`src/rtl/aes_ks_pkg.sv`:
```
// Shared types and GF(2^8) helpers for the AES key schedule.
// inv_mix_col is only referenced when AES_KS_EQINV_EN is defined.
package aes_ks_pkg;

    typedef enum logic [1:0] {
        KL128 = 2'd0,
        KL192 = 2'd1,
        KL256 = 2'd2
    } keylen_t;

    typedef enum logic {
        S_IDLE = 1'b0,
        S_RUN  = 1'b1
    } ks_state_t;

    function automatic logic [3:0] nk_of(keylen_t kl);
        case (kl)
            KL192:   return 4'd6;
            KL256:   return 4'd8;
            default: return 4'd4;
        endcase
    endfunction

    function automatic logic [3:0] nr_of(keylen_t kl);
        case (kl)
            KL192:   return 4'd12;
            KL256:   return 4'd14;
            default: return 4'd10;
        endcase
    endfunction

    function automatic logic [7:0] xtime(logic [7:0] b);
        return {b[6:0], 1'b0} ^ (b[7] ? 8'h1b : 8'h00);
    endfunction

    // Multiply by a 4-bit constant built from the x, x^2, x^3 multiples.
    function automatic logic [7:0] gmul(logic [7:0] a, logic [3:0] c);
        logic [7:0] x2, x4, x8;
        x2 = xtime(a);
        x4 = xtime(x2);
        x8 = xtime(x4);
        return (c[0] ? a : 8'h00) ^ (c[1] ? x2 : 8'h00) ^
               (c[2] ? x4 : 8'h00) ^ (c[3] ? x8 : 8'h00);
    endfunction

    function automatic logic [31:0] inv_mix_col(logic [31:0] w);
        logic [7:0] a0, a1, a2, a3;
        {a0, a1, a2, a3} = w;
        return {gmul(a0, 4'he) ^ gmul(a1, 4'hb) ^ gmul(a2, 4'hd) ^ gmul(a3, 4'h9),
                gmul(a0, 4'h9) ^ gmul(a1, 4'he) ^ gmul(a2, 4'hb) ^ gmul(a3, 4'hd),
                gmul(a0, 4'hd) ^ gmul(a1, 4'h9) ^ gmul(a2, 4'he) ^ gmul(a3, 4'hb),
                gmul(a0, 4'hb) ^ gmul(a1, 4'hd) ^ gmul(a2, 4'h9) ^ gmul(a3, 4'he)};
    endfunction

endpackage

```
`src/rtl/aes_key_schedule_if.sv`:
```
// Start request and round-key stream of the AES key schedule.
// AES_KS_EQINV_EN adds the eq_inv request bit.
interface aes_key_schedule_if #(
    parameter int MAX_NK = 8
);
    logic                  start;
    logic                  start_ready;
    logic [1:0]            key_len;
    logic [32*MAX_NK-1:0]  key;
    logic                  rk_valid;
    logic                  rk_ready;
    logic [127:0]          rk_data;
    logic [3:0]            rk_idx;
    logic                  rk_last;
    logic                  busy;
`ifdef AES_KS_EQINV_EN
    logic                  eq_inv;

    modport master (output start, key_len, key, rk_ready, eq_inv,
                    input  start_ready, rk_valid, rk_data, rk_idx, rk_last, busy);
    modport slave  (input  start, key_len, key, rk_ready, eq_inv,
                    output start_ready, rk_valid, rk_data, rk_idx, rk_last, busy);
`else
    modport master (output start, key_len, key, rk_ready,
                    input  start_ready, rk_valid, rk_data, rk_idx, rk_last, busy);
    modport slave  (input  start, key_len, key, rk_ready,
                    output start_ready, rk_valid, rk_data, rk_idx, rk_last, busy);
`endif
endinterface

```
`src/rtl/aes_ks_subword.sv`:
```
// SubWord: four parallel AES S-box lookups.
module aes_ks_subword (
    input  logic [31:0] din,
    output logic [31:0] dout
);
    // Entry b sits at bits [2047-8b -: 8], i.e. index {~b, 3'b111}.
    localparam logic [2047:0] SBOX = {
        128'h637c777bf26b6fc53001672bfed7ab76, 128'hca82c97dfa5947f0add4a2af9ca472c0,
        128'hb7fd9326363ff7cc34a5e5f171d83115, 128'h04c723c31896059a071280e2eb27b275,
        128'h09832c1a1b6e5aa0523bd6b329e32f84, 128'h53d100ed20fcb15b6acbbe394a4c58cf,
        128'hd0efaafb434d338545f9027f503c9fa8, 128'h51a3408f929d38f5bcb6da2110fff3d2,
        128'hcd0c13ec5f974417c4a77e3d645d1973, 128'h60814fdc222a908846eeb814de5e0bdb,
        128'he0323a0a4906245cc2d3ac629195e479, 128'he7c8376d8dd54ea96c56f4ea657aae08,
        128'hba78252e1ca6b4c6e8dd741f4bbd8b8a, 128'h703eb5664803f60e613557b986c11d9e,
        128'he1f8981169d98e949b1e87e9ce5528df, 128'h8ca1890dbfe6426841992d0fb054bb16
    };

    for (genvar k = 0; k < 4; k++) begin : g_byte
        assign dout[8*k +: 8] = SBOX[{~din[8*k +: 8], 3'b111} -: 8];
    end
endmodule

```
`src/rtl/aes_ks_word.sv`:
```
// Next expansion word for i >= Nk: RotWord/SubWord/Rcon selection by i%Nk.
module aes_ks_word (
    input  logic [31:0] prev,
    input  logic [31:0] old,
    input  logic [2:0]  phase,
    input  logic        nk8,
    input  logic [7:0]  rcon,
    output logic [31:0] next_w
);
    logic [31:0] sub_in, sub_out;

    assign sub_in = (phase == 3'd0) ? {prev[23:0], prev[31:24]} : prev;

    aes_ks_subword u_subword (
        .din  (sub_in),
        .dout (sub_out)
    );

    always_comb begin
        next_w = old ^ prev;
        if (phase == 3'd0)
            next_w = old ^ sub_out ^ {rcon, 24'h0};
        else if (nk8 && phase == 3'd4)
            next_w = old ^ sub_out;
    end
endmodule

```
`src/rtl/aes_key_schedule.sv`:
```
// Run-time AES-128/192/256 key expander streaming round keys 0..Nr over valid/ready.
// Define AES_KS_EQINV_EN to add eq_inv (InvMixColumns on round keys 1..Nr-1).
//
//  state  | meaning
//  S_IDLE | waiting for start, start_ready=1
//  S_RUN  | one word per cycle while not backpressured; leaves on last handshake
module aes_key_schedule
    import aes_ks_pkg::*;
#(
    parameter int MAX_NK = 8
) (
    input logic                clk,
    input logic                reset_n,
    aes_key_schedule_if.slave  bus
);
    localparam int KW = 32 * MAX_NK;

    ks_state_t        state_q, state_d;
    keylen_t          kl_sel;
    logic [KW-1:0]    key_q;
    logic [7:0][31:0] hist_q;
    logic [95:0]      pbuf_q;
    logic [3:0]       nk_q, nr_q, rk_idx_q;
    logic [5:0]       i_q, words_end;
    logic [2:0]       phase_q, old_idx;
    logic [1:0]       pack_cnt_q;
    logic [7:0]       rcon_q;
    logic [127:0]     rk_data_q, rk_plain, rk_next;
    logic             rk_valid_q, rk_last_q;
    logic             accept, hs, from_key, gen_en, load;
    logic [31:0]      w_calc, w_new;
`ifdef AES_KS_EQINV_EN
    logic             eq_inv_q;
`endif

    // Key lengths wider than the key port fall back to AES-128.
    always_comb begin
        kl_sel = KL128;
        if (bus.key_len == 2'd2 && MAX_NK >= 8)
            kl_sel = KL256;
        else if (bus.key_len == 2'd1 && MAX_NK >= 6)
            kl_sel = KL192;
    end

    assign accept    = (state_q == S_IDLE) && bus.start;
    assign hs        = rk_valid_q && bus.rk_ready;
    assign from_key  = ({2'b00, nk_q} > i_q);
    assign words_end = {nr_q, 2'b00} + 6'd4;
    assign gen_en    = (state_q == S_RUN) && (i_q != words_end) &&
                       !(pack_cnt_q == 2'd3 && rk_valid_q && !bus.rk_ready);
    assign load      = gen_en && (pack_cnt_q == 2'd3);
    assign old_idx   = nk_q[2:0] - 3'd1;
    assign w_new     = from_key ? key_q[KW-1 -: 32] : w_calc;

    aes_ks_word u_word (
        .prev   (hist_q[0]),
        .old    (hist_q[old_idx]),
        .phase  (phase_q),
        .nk8    (nk_q == 4'd8),
        .rcon   (rcon_q),
        .next_w (w_calc)
    );

    always_comb begin
        rk_plain = {pbuf_q, w_new};
        rk_next  = rk_plain;
`ifdef AES_KS_EQINV_EN
        if (eq_inv_q && (i_q[5:2] != 4'd0) && (i_q[5:2] != nr_q))
            rk_next = {inv_mix_col(rk_plain[127:96]), inv_mix_col(rk_plain[95:64]),
                       inv_mix_col(rk_plain[63:32]),  inv_mix_col(rk_plain[31:0])};
`endif
    end

    always_comb begin
        state_d = state_q;
        case (state_q)
            S_IDLE:  if (bus.start) state_d = S_RUN;
            S_RUN:   if (hs && rk_last_q) state_d = S_IDLE;
            default: state_d = S_IDLE;
        endcase
    end

    always_ff @(posedge clk or negedge reset_n) begin
        if (!reset_n) state_q <= S_IDLE;
        else          state_q <= state_d;
    end

    always_ff @(posedge clk or negedge reset_n) begin
        if (!reset_n) begin
            key_q      <= '0;
            hist_q     <= '0;
            pbuf_q     <= '0;
            nk_q       <= 4'd4;
            nr_q       <= 4'd10;
            i_q        <= '0;
            phase_q    <= '0;
            pack_cnt_q <= '0;
            rcon_q     <= 8'h01;
            rk_data_q  <= '0;
            rk_idx_q   <= '0;
            rk_valid_q <= 1'b0;
            rk_last_q  <= 1'b0;
`ifdef AES_KS_EQINV_EN
            eq_inv_q   <= 1'b0;
`endif
        end else begin
            if (accept) begin
                key_q      <= bus.key;
                nk_q       <= nk_of(kl_sel);
                nr_q       <= nr_of(kl_sel);
                i_q        <= '0;
                phase_q    <= '0;
                pack_cnt_q <= '0;
                rcon_q     <= 8'h01;
`ifdef AES_KS_EQINV_EN
                eq_inv_q   <= bus.eq_inv;
`endif
            end else if (gen_en) begin
                key_q      <= {key_q[KW-33:0], 32'h0};
                hist_q     <= {hist_q[6:0], w_new};
                pbuf_q     <= {pbuf_q[63:0], w_new};
                i_q        <= i_q + 6'd1;
                phase_q    <= ({1'b0, phase_q} == nk_q - 4'd1) ? 3'd0 : phase_q + 3'd1;
                pack_cnt_q <= pack_cnt_q + 2'd1;
                if (!from_key && phase_q == 3'd0)
                    rcon_q <= xtime(rcon_q);
            end
            if (hs)
                rk_valid_q <= 1'b0;
            // A load may coincide with the handshake of the previous key.
            if (load) begin
                rk_valid_q <= 1'b1;
                rk_data_q  <= rk_next;
                rk_idx_q   <= i_q[5:2];
                rk_last_q  <= (i_q[5:2] == nr_q);
            end
        end
    end

    assign bus.start_ready = (state_q == S_IDLE);
    assign bus.busy        = (state_q != S_IDLE);
    assign bus.rk_valid    = rk_valid_q;
    assign bus.rk_data     = rk_data_q;
    assign bus.rk_idx      = rk_idx_q;
    assign bus.rk_last     = rk_last_q;
endmodule

```
`src/flat_wrapper.sv`:
```
// flat-port wrapper written by rule: the top's interface ports become plain ports
module aes_key_schedule_flat import aes_ks_pkg::*;
#(
    parameter int MAX_NK = 8
)
  (clk, reset_n, bus_start, bus_key_len, bus_key, bus_rk_ready, bus_start_ready, bus_rk_valid, bus_rk_data, bus_rk_idx, bus_rk_last, bus_busy);
  aes_key_schedule_if #(.MAX_NK(MAX_NK)) bus_i ();
  input logic clk;
  input logic reset_n;
  input wire logic [$bits(bus_i.start)-1:0] bus_start;
  input wire logic [$bits(bus_i.key_len)-1:0] bus_key_len;
  input wire logic [$bits(bus_i.key)-1:0] bus_key;
  input wire logic [$bits(bus_i.rk_ready)-1:0] bus_rk_ready;
  output wire logic [$bits(bus_i.start_ready)-1:0] bus_start_ready;
  output wire logic [$bits(bus_i.rk_valid)-1:0] bus_rk_valid;
  output wire logic [$bits(bus_i.rk_data)-1:0] bus_rk_data;
  output wire logic [$bits(bus_i.rk_idx)-1:0] bus_rk_idx;
  output wire logic [$bits(bus_i.rk_last)-1:0] bus_rk_last;
  output wire logic [$bits(bus_i.busy)-1:0] bus_busy;
  assign bus_i.start = bus_start;
  assign bus_i.key_len = bus_key_len;
  assign bus_i.key = bus_key;
  assign bus_i.rk_ready = bus_rk_ready;
  assign bus_start_ready = bus_i.start_ready;
  assign bus_rk_valid = bus_i.rk_valid;
  assign bus_rk_data = bus_i.rk_data;
  assign bus_rk_idx = bus_i.rk_idx;
  assign bus_rk_last = bus_i.rk_last;
  assign bus_busy = bus_i.busy;
  aes_key_schedule #(.MAX_NK(MAX_NK)) u_core (.clk(clk), .reset_n(reset_n), .bus(bus_i));
endmodule
```
`config.mk`:
```
export PLATFORM = sky130hd
export DESIGN_NAME = aes_key_schedule_flat
export DESIGN_NICKNAME = d
export VERILOG_FILES = /design/src/rtl/aes_ks_pkg.sv /design/src/rtl/aes_key_schedule_if.sv /design/src/rtl/aes_ks_subword.sv /design/src/rtl/aes_ks_word.sv /design/src/rtl/aes_key_schedule.sv /design/src/flat_wrapper.sv
export SDC_FILE = /design/constraint.sdc
export NUM_CORES = 2
export LEC_CHECK = 0
export ABC_AREA = 0
export CAP_MARGIN = 5
export CORE_MARGIN = 2
export CORE_UTILIZATION = 30
export CTS_BUF_LIST = sky130_fd_sc_hd__clkbuf_16
export CTS_CLUSTER_SIZE = 20
export DETAILED_ROUTE_END_ITERATION = 6
export GPL_ROUTABILITY_DRIVEN = 1
export GPL_TIMING_DRIVEN = 1
export SLEW_MARGIN = 25
export SYNTH_ARGS = -nofsm -noshare
export SYNTH_HDL_FRONTEND = slang
export SYNTH_SLANG_ARGS = --single-unit
```
`constraint.sdc`:
```
create_clock -name clk -period 10 [get_ports clk]
set_input_delay 2 -clock clk [delete_from_list [all_inputs] [get_ports clk]]
set_output_delay 2 -clock clk [all_outputs]
set_load 0.02 [all_outputs]
```
==> results.toml <==
[sta]
worst_slack_ns = 3.24
clock_skew_ns = 0.0506
hold_violations = 0
drv_slew = 0
rsz0062_at_grt = "false"
setup_viol = 0
min_period_ns = 6.76
fin_setup_tns_ns = 0
worst_slew_margin_rel = 0.155
fmax_mhz = 148
fin_crit_sh = 0.676
worst_pin_slew_ns = 1.26

[min_path]
hp-start = "u_core.hist_q[153]$_DFFE_PN0P_"
hold_depth = 2
min_to = "u_core.hist_q[185]$_DFFE_PN0P_"
hp-class = "flip-flop to flip-flop"

[routing]
drcViolationCount = 0
vias = 45297
detail_route.wl_per_cell_um = 27.5
dr.first_iter.drc_count = 5716
dr.pass1.iters = 6
wl_um = 208000
vias_per_cell = 5.99
antenna_left = 0

[logic_synthesis]
ys.flop_type = "dfrtp_1"
avgSynthCellArea_um2 = 7.96
yosys_warnings = 0
syn_area_mm2 = 0.0438
syn_nets = 5805
synth_area_leader_cell = "dfrtp_1"
synth_area_leaders = "dfrtp_1, nand2_1, nor2_1, o22ai_1, o21ai_0"
synth_cells = 5497
seq_area_frac_synth = 0.384
synth_edf_count = 0
yosys.area.top_type_share = 0.382
yosysUniqueCellTypes = 116
synthArstFlopShare = 1.00
synth_seq_cells = 671

[worst_setup_path]
critPathRequiredTime_ns = 10.59
end_kind = "flip-flop"
reg2regPathDepth = 19
rrSetupSlack_ns = 3.24
crit_fanout = 49
criticalPathCategory = "flip-flop to flip-flop"
cp.arrival_ns = 7.36
cp-start-kind = "flip-flop"
worst_r2r_endpoint = "u_core.pbuf_q[21]$_DFFE_PN0P_"
rr_startpoint = "u_core.phase_q[0]$_DFFE_PN0P_"

[clock_tree]
cts_tree = "done"
cts-root-buf = "clkbuf_16"
clk_path_buf_depth = 3
hold_buffers = 0
cts_resized = 0
clk_latency_ns = 0.71
htree_num_levels = 3
clock-sinks = 671
numCtsBuffers = 76
path_clk_slew_ns = 0.06
postCtsSetupRepairBufs = 0

[cells_and_area]
final_common_cell = "nand2_1"
mostFrequentLayoutCells = "nand2_1, nor2_1, dfrtp_1"
area_delta_synth_final_pct = 17.6
layout-drive-gt1-share = 0.0806
final_nets = 5877
fillerInstances = 15105

[placement]
port_buffers = 397
place_ws_ns = 3.53
hpwl_um = 142000
gp_congestion = 1.00

[floorplanning]
pin_count = 398
die_area_mm2 = 0.149
initial_core_util = 0.301
die_w_um = 386
rows = 140
core_mm2 = 0.145
fp.dieH_um = 386

[global_routing]
grt_pass1_wl_um = 301000
antenna_found_initial = 21
grt_max_degree = 188
grt_usage = 0.270
grt_pass1_vias = 42553
overflow = 0

[status]
status = "finished, final reports clean"

[run]
drv_cap = 0
## cell type report
type | count | area, µm² | area share
repair buffers | 524 | 5030 | 0.0977
well taps | 1917 | 2400 | 0.0466
flip-flops and latches | 671 | 16800 | 0.326
clock buffers | 76 | 1900 | 0.0370
clock inverters | 66 | 596 | 0.0116
multi-input cells | 4240 | 24500 | 0.476
diodes | 6 | 15.0 | 0.000292
inverters | 56 | 210 | 0.00409
## layer usage
layer,global-route usage,vias to the layer above,wire (µm)
met5,0,-,207
met2,0.389,2626,87400
met1,0.365,22171,85900
met4,0.114,32,9570
li1,-,19908,-
met3,0.0913,560,24500
## cell families (layout without fill, tap and decap cells)
group,after synthesis,count (layout),share of synthesized area
XOR/XNOR,41,41,0.00820
multiplexers,172,172,0.0537
flip-flops,671,671,0.384
other,0,6,0
AND/OR/NAND/NOR,2415,2415,0.230
buffers and inverters,586,722,0.0613
AO/OA/AOI/OAI,1566,1566,0.250
adder cells (fa/ha/maj),46,46,0.0131
## how the worst max path moves through the flow
stage	start	endpoint	slack (ns)	depth (start not counted)
2_1_floorplan	u_core.phase_q[0]$_DFFE_PN0P_	u_core.bus.rk_data[21]$_DFFE_PN0P_	5.84	20
3_3_place_gp	u_core.phase_q[1]$_DFFE_PN0P_	u_core.pbuf_q[21]$_DFFE_PN0P_	3.51	19
3_5_place_dp	u_core.phase_q[1]$_DFFE_PN0P_	u_core.pbuf_q[21]$_DFFE_PN0P_	3.53	19
4_1_cts	u_core.phase_q[0]$_DFFE_PN0P_	u_core.pbuf_q[21]$_DFFE_PN0P_	3.51	19
5_1_grt	u_core.phase_q[0]$_DFFE_PN0P_	u_core.pbuf_q[21]$_DFFE_PN0P_	3.06	19
6_report	u_core.phase_q[0]$_DFFE_PN0P_	u_core.pbuf_q[21]$_DFFE_PN0P_	3.24	19
## stage by stage
stage,cell area (µm²),util,instances,hold WS [ns]
global placement,48900,0.337,7406,0.446
detailed placement,48900,0.337,7407,0.449
CTS,51400,0.354,7549,0.458
global route,51400,0.354,7551,0.465
floorplan,43800,-,5497,0.439
finish,51500,0.354,7556,0.446
## registers in the layout, summed over array words and instances, names as in the netlist
name	flops
u_core.bus.busy	1
u_core.bus.rk_data	128
u_core.bus.rk_idx	4
u_core.bus.rk_last	1
u_core.bus.rk_valid	1
u_core.hist_q	160
u_core.i_q	6
u_core.key_q	256
u_core.nk_q	3
u_core.nr_q	2
u_core.pack_cnt_q	2
u_core.pbuf_q	96
u_core.phase_q	3
u_core.rcon_q	8
## worst max-delay path, cell delays in order, from the launching register on
cell and delay [ns]:
dfrtp_1 0.42, inv_1 0.08, ha_1 0.15, buf_4 0.36, and2b_4 0.53, buf_4 0.72
mux2_2 0.67, inv_1 0.22, buf_4 0.34, ha_1 0.56, inv_1 0.24, a211oi_1 0.65
a211oi_1 0.15, a311oi_1 0.39, o21ai_0 0.17, a21oi_1 0.21, o311ai_2 0.12, xor2_1 0.17
a21oi_1 0.11, mux2_2 0.31
## synthesized netlist by cell type (85+ instances only)
cell type	n
nand2_1	1330
nor2_1	679
dfrtp_1	668
clkbuf_1	303
o22ai_1	253
o21ai_0	248
a21oi_1	228
buf_2	145
a211oi_1	116
o211ai_1	103
nor3_1	98
a31oi_1	85
Power is left out: the tool's default activity adds up to more than one toggle a clock period on the data nets, which glitch-free logic cannot reach.
